**src/rtl/spi_pkg.sv**
```systemverilog
// Shared definitions for the SPI burst controller: FSM encoding and defaults.
// Latency: n/a (package only).
// Backpressure: n/a (package only).
package spi_pkg;

    localparam int DWIDTH_DEF  = 8;
    localparam int DEPTH_DEF   = 4;
    // Cycles ARM waits for the core to go busy before giving up and retrying.
    localparam int ARM_TIMEOUT = 2;

    typedef enum logic [2:0] {
        ST_IDLE    = 3'd0,
        ST_ISSUE   = 3'd1,
        ST_ARM     = 3'd2,
        ST_WAIT    = 3'd3,
        ST_CAPTURE = 3'd4
    } state_t;

endpackage

```
**src/rtl/spi_sync_fifo.sv**
```systemverilog
// Synchronous FIFO, DEPTH entries, extra-MSB pointers for full/empty.
// Latency: a push is visible on dout/empty the cycle after the push edge.
// Backpressure: push ignored when full unless popped in the same cycle; pop ignored when empty.
// Ports: clk/rst (async active-low), push+din, pop, dout (head), full, empty, count (occupancy).
module spi_sync_fifo #(
    parameter int WIDTH = 8,
    parameter int DEPTH = 4
) (
    input  logic                     clk,
    input  logic                     rst,
    input  logic                     push,
    input  logic [WIDTH-1:0]         din,
    input  logic                     pop,
    output logic [WIDTH-1:0]         dout,
    output logic                     full,
    output logic                     empty,
    output logic [$clog2(DEPTH):0]   count
);
    localparam int AW = $clog2(DEPTH);
    localparam logic [AW:0] PTR_ONE = {{AW{1'b0}}, 1'b1};

    logic [WIDTH-1:0] mem [DEPTH];
    logic [AW:0]      wr_ptr;
    logic [AW:0]      rd_ptr;
    logic             do_push;
    logic             do_pop;

    assign full  = (wr_ptr[AW] != rd_ptr[AW]) && (wr_ptr[AW-1:0] == rd_ptr[AW-1:0]);
    assign empty = (wr_ptr == rd_ptr);
    assign count = wr_ptr - rd_ptr;
    assign dout  = mem[rd_ptr[AW-1:0]];

    // On full, a same-cycle pop frees the slot being written, so both proceed.
    assign do_pop  = pop && !empty;
    assign do_push = push && (!full || pop);

    always_ff @(posedge clk or negedge rst) begin
        if (!rst) begin
            wr_ptr <= '0;
            rd_ptr <= '0;
            for (int i = 0; i < DEPTH; i++) begin
                mem[i] <= '0;
            end
        end else begin
            if (do_push) begin
                mem[wr_ptr[AW-1:0]] <= din;
                wr_ptr              <= wr_ptr + PTR_ONE;
            end
            if (do_pop) begin
                rd_ptr <= rd_ptr + PTR_ONE;
            end
        end
    end

endmodule

```
**src/rtl/spi_burst_ctrl.sv**
```systemverilog
// Burst controller: queues host words, feeds them one at a time to spi_core, queues replies.
// Latency: ISSUE the cycle after a word is queued (core idle), reply in RX the cycle after CAPTURE.
// Backpressure: tx_ready drops when TX full; no transfer starts unless RX has room for its reply.
// Ports: host tx_data/tx_valid/tx_ready, rx_data/rx_valid/rx_ready; core_cs/wr/rd/din out,
//        core_dout/core_done in; busy while anything is queued or in flight.
module spi_burst_ctrl #(
    parameter int DWIDTH = spi_pkg::DWIDTH_DEF,
    parameter int DEPTH  = spi_pkg::DEPTH_DEF
) (
    input  logic              clk,
    input  logic              rst,
    input  logic [DWIDTH-1:0] tx_data,
    input  logic              tx_valid,
    output logic              tx_ready,
    output logic [DWIDTH-1:0] rx_data,
    output logic              rx_valid,
    input  logic              rx_ready,
    output logic              core_cs,
    output logic              core_wr,
    output logic              core_rd,
    output logic [DWIDTH-1:0] core_din,
    input  logic [DWIDTH-1:0] core_dout,
    input  logic              core_done,
    output logic              busy
);
    import spi_pkg::*;

    localparam int          AW        = $clog2(DEPTH);
    localparam logic [AW:0] CAP_LIMIT = (AW+1)'(DEPTH - 1);
    localparam logic [1:0]  ARM_LAST  = 2'(ARM_TIMEOUT - 1);

    state_t            state;
    state_t            state_nxt;
    logic [1:0]        arm_cnt;
    logic              retry;
    logic [DWIDTH-1:0] hold;

    logic [DWIDTH-1:0] tx_head;
    logic              tx_full;
    logic              tx_empty;
    logic [AW:0]       tx_count_unused;
    logic              tx_pop;
    logic              rx_push;
    logic              rx_full;
    logic              rx_empty;
    logic [AW:0]       rx_count;

    logic [DWIDTH-1:0] issue_word;
    logic              rx_room;
    logic              start_ok;

    assign tx_ready = !tx_full;
    assign rx_valid = !rx_empty;
    assign core_rd  = 1'b0;
    assign busy     = (state != ST_IDLE) || !tx_empty || retry;

    // A retried word comes from the holding register; the TX FIFO already gave it up.
    assign issue_word = retry ? hold : tx_head;

    // In CAPTURE the current reply is being pushed this edge, so it must be counted
    // before committing the next transfer; in IDLE nothing is in flight.
    assign rx_room  = (state == ST_CAPTURE) ? (rx_count < CAP_LIMIT) : !rx_full;
    assign start_ok = (!tx_empty || retry) && core_done && rx_room;

    always_ff @(posedge clk or negedge rst) begin
        if (!rst) begin
            state   <= ST_IDLE;
            arm_cnt <= '0;
            retry   <= 1'b0;
            hold    <= '0;
        end else begin
            state <= state_nxt;
            if (state == ST_ISSUE) begin
                arm_cnt <= '0;
                hold    <= issue_word;
            end else if (state == ST_ARM) begin
                arm_cnt <= arm_cnt + 2'd1;
                if (!core_done) begin
                    retry <= 1'b0;
                end else if (arm_cnt == ARM_LAST) begin
                    retry <= 1'b1;
                end
            end
        end
    end

    always_comb begin
        state_nxt = state;
        core_cs   = 1'b0;
        core_wr   = 1'b0;
        core_din  = '0;
        tx_pop    = 1'b0;
        rx_push   = 1'b0;
        case (state)
            ST_IDLE: begin
                if (start_ok) state_nxt = ST_ISSUE;
            end
            ST_ISSUE: begin
                core_cs   = 1'b1;
                core_wr   = 1'b1;
                core_din  = issue_word;
                tx_pop    = !retry;
                state_nxt = ST_ARM;
            end
            ST_ARM: begin
                if (!core_done) begin
                    state_nxt = ST_WAIT;
                end else if (arm_cnt == ARM_LAST) begin
                    state_nxt = ST_IDLE;
                end
            end
            ST_WAIT: begin
                if (core_done) state_nxt = ST_CAPTURE;
            end
            ST_CAPTURE: begin
                rx_push   = 1'b1;
                state_nxt = start_ok ? ST_ISSUE : ST_IDLE;
            end
            default: state_nxt = ST_IDLE;
        endcase
    end

    spi_sync_fifo #(.WIDTH(DWIDTH), .DEPTH(DEPTH)) u_tx_fifo (
        .clk   (clk),
        .rst   (rst),
        .push  (tx_valid && tx_ready),
        .din   (tx_data),
        .pop   (tx_pop),
        .dout  (tx_head),
        .full  (tx_full),
        .empty (tx_empty),
        .count (tx_count_unused)
    );

    spi_sync_fifo #(.WIDTH(DWIDTH), .DEPTH(DEPTH)) u_rx_fifo (
        .clk   (clk),
        .rst   (rst),
        .push  (rx_push),
        .din   (core_dout),
        .pop   (rx_valid && rx_ready),
        .dout  (rx_data),
        .full  (rx_full),
        .empty (rx_empty),
        .count (rx_count)
    );

endmodule
```
**config.mk**
```make
export PLATFORM = sky130hd
export DESIGN_NAME = spi_burst_ctrl
export DESIGN_NICKNAME = d
export VERILOG_FILES = /design/src/rtl/spi_pkg.sv /design/src/rtl/spi_sync_fifo.sv /design/src/rtl/spi_burst_ctrl.sv
export SDC_FILE = /design/constraint.sdc
export NUM_CORES = 1
export LEC_CHECK = 0
export ABC_CLOCK_PERIOD_IN_PS = 3020
export CAP_MARGIN = 20
export CORE_UTILIZATION = 33
export DETAILED_ROUTE_END_ITERATION = 10
export GPL_TIMING_DRIVEN = 0
export SLEW_MARGIN = 20
export SYNTH_ARGS = -nofsm -noshare
export SYNTH_HDL_FRONTEND = slang
export SYNTH_HIERARCHICAL = 1
export SYNTH_SLANG_ARGS = --single-unit
export TNS_END_PERCENT = 1
```
**constraint.sdc**
```tcl
create_clock -name clk -period 3.02 [get_ports clk]
set_input_delay 0.755 -clock clk [delete_from_list [all_inputs] [get_ports clk]]
set_output_delay 0.755 -clock clk [all_outputs]
set_load 0.1 [all_outputs]
```
Word-level counts from Yosys, hierarchy flattened
Cells that the tools add are included.
Widths: inputs -> output; s select.
{"block": "totals", "register_bits": 90, "out_inout_bits": 22, "word_cells": 104}
{"block": "op_classes", "addsub": 6, "n_lt_le_gt_ge": 7, "eq_ne": 15, "mux": 28, "bitwise_logic": 5, "n_reduce_logical": 27}
{"operator": "$bwmux 32", "n": 2}
{"operator": "$mux 8", "n": 8}
{"operator": "$bmux 8 s2", "n": 2}
{"operator": "$demux 8 s2", "n": 2}
{"operator": "$pmux 3 s5", "n": 1}
{"operator": "$add 3x1->3 const B", "n": 4}
{"operator": "$ge 3x3->1 const B", "n": 4}
{"operator": "$logic_and 1x1->1", "n": 12}
{"operator": "$mux 3", "n": 4}
{"operator": "$not 2->3", "n": 4}
{"operator": "$mux 1", "n": 7}
{"operator": "$eq 3x2->1 const B", "n": 2}
{"operator": "$eq 3x3->1", "n": 2}
{"operator": "$lt 3x1->1 const B", "n": 2}
{"operator": "$reduce_and 3->1", "n": 2}
{"operator": "$logic_not 1->1", "n": 5}
{"operator": "$logic_or 1x1->1", "n": 5}
{"operator": "$eq 2x2->1", "n": 2}
{"operator": "$mux 2", "n": 2}
{"operator": "$ne 2x2->1 const B", "n": 2}
{"operator": "$eq 3x1->1 const B", "n": 1}
{"operator": "$eq 3x3->1 const B", "n": 1}
{"operator": "$logic_not 3->1", "n": 1}
{"operator": "$lt 3x2->1 const B", "n": 1}
{"operator": "other kinds (9)", "n": 10}

Longest topological paths before layout
{"block": "logic_depth", "ltp_word": 7, "ltp_mapped": 11, "ltp_nobuf": 8}

Modules after synthesis
The synthesis kept the hierarchy.
{"mod": "spi_sync_fifo at u_tx_fifo", "instances": 1, "cells_per_inst": 119, "area_per_inst_um2": 1879.3, "seq_area_each_um2": 950.9}
{"mod": "spi_sync_fifo at u_rx_fifo", "instances": 1, "cells_per_inst": 124, "area_per_inst_um2": 1841.8, "seq_area_each_um2": 950.9}
{"mod": "spi_burst_ctrl", "instances": 1, "cells_per_inst": 82, "area_per_inst_um2": 805.8, "seq_area_each_um2": 350.3}

Least setup slack after synthesis
No wires, ideal clock.
{"block": "synth_timing", "path_kind": "register to output", "start": "reg state[2]", "end": "out core_din[0]", "t_arrival_ps": 2304, "required_ps": 2265, "path_slack_ps": -39, "stages_incl_launch_ff": 5, "path_buffers": 2, "cell_sequence": "dfrtp_1 -> clkbuf_1 -> or2_2 -> buf_2 -> nor2_1"}
{"block": "synth_via", "elab_chain_cells": 2}
{"item": "from (decl)", "line": "spi_burst_ctrl.sv:32", "source": "state_t state;"}
{"item": "from (signal assigned)", "line": "spi_burst_ctrl.sv:72", "source": "state <= state_nxt;"}
{"item": "$eq 3x1->1", "line": "spi_burst_ctrl.sv:94", "source": "case (state)"}
{"item": "$mux 8", "line": "spi_burst_ctrl.sv:94"}
{"item": "to (decl)", "line": "spi_burst_ctrl.sv:21", "source": "output logic [DWIDTH-1:0] core_din,"}
Every way passes these cells.

Final worst setup path
{"block": "layout_timing", "start": "reg u_tx_fifo.rd_ptr[0]", "end": "out core_din[3]"}
{"block": "layout_via", "elab_chain_cells": 6}
{"item": "from (decl)", "line": "spi_sync_fifo.sv:24", "source": "logic [AW:0] rd_ptr;"}
{"item": "from (signal assigned)", "line": "spi_sync_fifo.sv:50", "source": "rd_ptr <= rd_ptr + PTR_ONE;"}
{"item": "$not 2->3 (not written as such)", "line": "spi_sync_fifo.sv:31", "source": "assign dout = mem[rd_ptr[AW-1:0]];"}
{"item": "$bmux 8 s2", "line": "spi_sync_fifo.sv:31"}
{"item": "$mux 8 (not written as such) (2 in series)", "line": "spi_sync_fifo.sv:31"}
{"item": "named net tx_head[3]", "line": "spi_burst_ctrl.sv:38", "source": "logic [DWIDTH-1:0] tx_head;"}
{"item": "$mux 8", "line": "spi_burst_ctrl.sv:58", "source": "assign issue_word = retry ? hold : tx_head;"}
{"item": "$mux 8", "line": "spi_burst_ctrl.sv:94"}
The timed path passes the listed nets, and every way through them passes these cells. The select of a mux whose other input is x is not followed.

==> impl_metrics.csv <==
group,metric,value,unit
sta,hold_viol_final,0,
grt,grt_max_degree,60,
placed_design,place.gp.congestion,0.7093,
layout,nFillCells,1249,
cts,cts.sinks,90,
layout,multi_input_area,0.002142,mm2
cts,cts-buffers-inserted,9,
drt,num_vias,2669,
cts,cts_tree,"done",
grt,antenna_found_initial,0,
drt,post_drt_wl_per_cell,15.38,um
die,initial_core_util,33.91,%
cts,clockBufferDepth,2,
setup_path,worst-path-max-fanout,9,
sta,period_share,100.4,%
layout,final_nets,412,
worst_hold_path,hold_class,"in2async",
sta,worst_slew_margin_rel,36.29,%
sta,fin_ws,-0.01152,ns
placed_design,portBuffers,41,
sta,hold_ws,0.3519,ns
die,io_pins,43,
setup_path,cp.arrival,2.28,ns
outcome,violations,"negative setup slack",
placed_design,hpwlAfterDp,5.831,mm
sta,finalCriticalPeriod,3.032,ns
die,dieArea,0.01408,mm2
drt,wl_met1,3.946,mm
sta,report.final.setup_viol,1,
grt,grt_usage,13.32,%
drt,drc,0,
cts,worstSkewPairLatency,0.33,ns
die,core-area,0.01324,mm2
cts,h-tree-depth,3,
die,placement_rows,42,
layout,antenna_cells,0,
setup_path,rr_startpoint,"u_rx_fifo/rd_ptr[1]",
layout,register_area,0.002252,mm2
cts,hold_buffers,0,
sta,tightest_slew,0.9595,ns
synth,yosysWarnings,6,
placed_design,dpl.cell_count,539,
synth,netlist_instances,321,
drt,dr.max_layer_used,"met4",
drt,drt_iter0_markers,101,
drt,dr.pass1.iters,4,
cts,clk_pin_slew,0.06,ns
job,drv_cap,0,
setup_path,end_kind,"output pin",
layout,drive_above_1_share,39.05,%
sta,fin_worst_skew,0.005961,ns
sta,fmaxAchievable,329.9,MHz
drt,antenna_left,0,
layout,area_growth,21.29,%
cts,root_buffer,"clkbuf_16",
setup_path,crit_required,2.26,ns
synth,syn_area,0.004491,mm2
grt,grt_pass1_wl,14.43,mm
drt,drt-total-wl,8.535,mm
placed_design,dp_slack,-0.5005,ns
outcome,status,"finished, violations left",
layout,final_cells,555,
synth,synth_fp_nets,358,
drt,vias_per_cell,4.809,
setup_path,crit_type,"reg2out",
layout,final_util,41.13,%
synth,avgSynthCellArea,13.99,um2
grt,grt_overflow,0,
setup_path,r2r_end,"u_rx_fifo/mem[2]",
sta,final_max_slew_viol_count,0,
grt,first_global_vias,2839,
sta,rsz0062_at_grt,"true",
drt,wl_met3,172,um
setup_path,start_kind,"register",
drt,dr_wl_met2,4.289,mm
setup_path,rrSetupSlack,0.18,ns
setup_path,r2r_cells,11,
die,die_w,118.7,um
die,die_y,118.7,um
layout make-up:
type	count	share of cell area [%]
inverter	15	1.034
tap	176	4.043
buffer	12	1.286
sequential	90	41.35
clock inverter	5	0.5743
timing repair buffer	43	7.994
multi-input combinational	204	39.33
clock buffer	10	4.388
repair_timing:
action	CTS	global route
buffers inserted	0	1
pin swaps	0	3
resized for setup	53	11
setup endpoints to repair	48	43
layout by cell type (no fill, tap or decap), types with 8 or more instances in the layout:
| cell | instances |
|---|---|
| dfrtp_1 | 90 |
| mux2_2 | 75 |
| clkdlybuf4s50_1 | 19 |
| nor2_1 | 16 |
| mux4_2 | 16 |
| inv_1 | 15 |
| ha_1 | 15 |
| nand2_1 | 14 |
| mux2i_1 | 9 |
| o21ai_0 | 9 |
| clkbuf_16 | 9 |
| clkdlybuf4s15_2 | 8 |
| dlygate4sd2_1 | 8 |
metrics by stage:
| stage | instance area (um2) | TNS (ns) |
|---|---|---|
| floorplan | 4491 | -0.3128 |
| global placement | 5121 | -190.25 |
| detailed placement | 5146 | -9.106 |
| CTS | 5413 | -0.7586 |
| global route | 5446 | -1.179 |
| finish | 5446 | -0.01152 |
per-layer routing:
layer  global-route usage, %  up-vias
li1                        -     1253
met1                   17.19     1384
met2                   21.86       21
met3                   2.461       11
met4                   5.696        0
met5                       0        -
registers in the layout (all words and copies together), names as in the netlist:
name	flops
u_rx_fifo/mem	32
u_tx_fifo/mem	32
hold	8
state	3
u_rx_fifo/rd_ptr	3
u_rx_fifo/wr_ptr	3
u_tx_fifo/rd_ptr	3
u_tx_fifo/wr_ptr	3
arm_cnt	2
retry	1
how the worst max path moves through the flow:
stage                         from                end  slack [ns]  cells past startpoint
2_1_floorplan             state[2]        core_din[0]       -0.04                      4
3_3_place_gp                   rst  u_rx_fifo/mem[15]       -2.03                      1
3_5_place_dp   u_tx_fifo/rd_ptr[1]               busy       -0.50                      6
4_1_cts        u_tx_fifo/rd_ptr[0]        core_din[3]       -0.13                      5
5_1_grt        u_tx_fifo/rd_ptr[0]        core_din[1]       -0.11                      5
6_report       u_tx_fifo/rd_ptr[0]        core_din[3]       -0.01                      5
worst max-delay path, cell delays in order (launching register included):
cell and delay, ns:
dfrtp_1 0.39, clkbuf_4 0.29, mux4_2 0.55, mux2i_1 0.16, nor2_1 0.07, clkdlybuf4s15_2 0.47
Power is not shown: default switching activity piles up to over one toggle a cycle in this logic, so the estimate is an artifact.
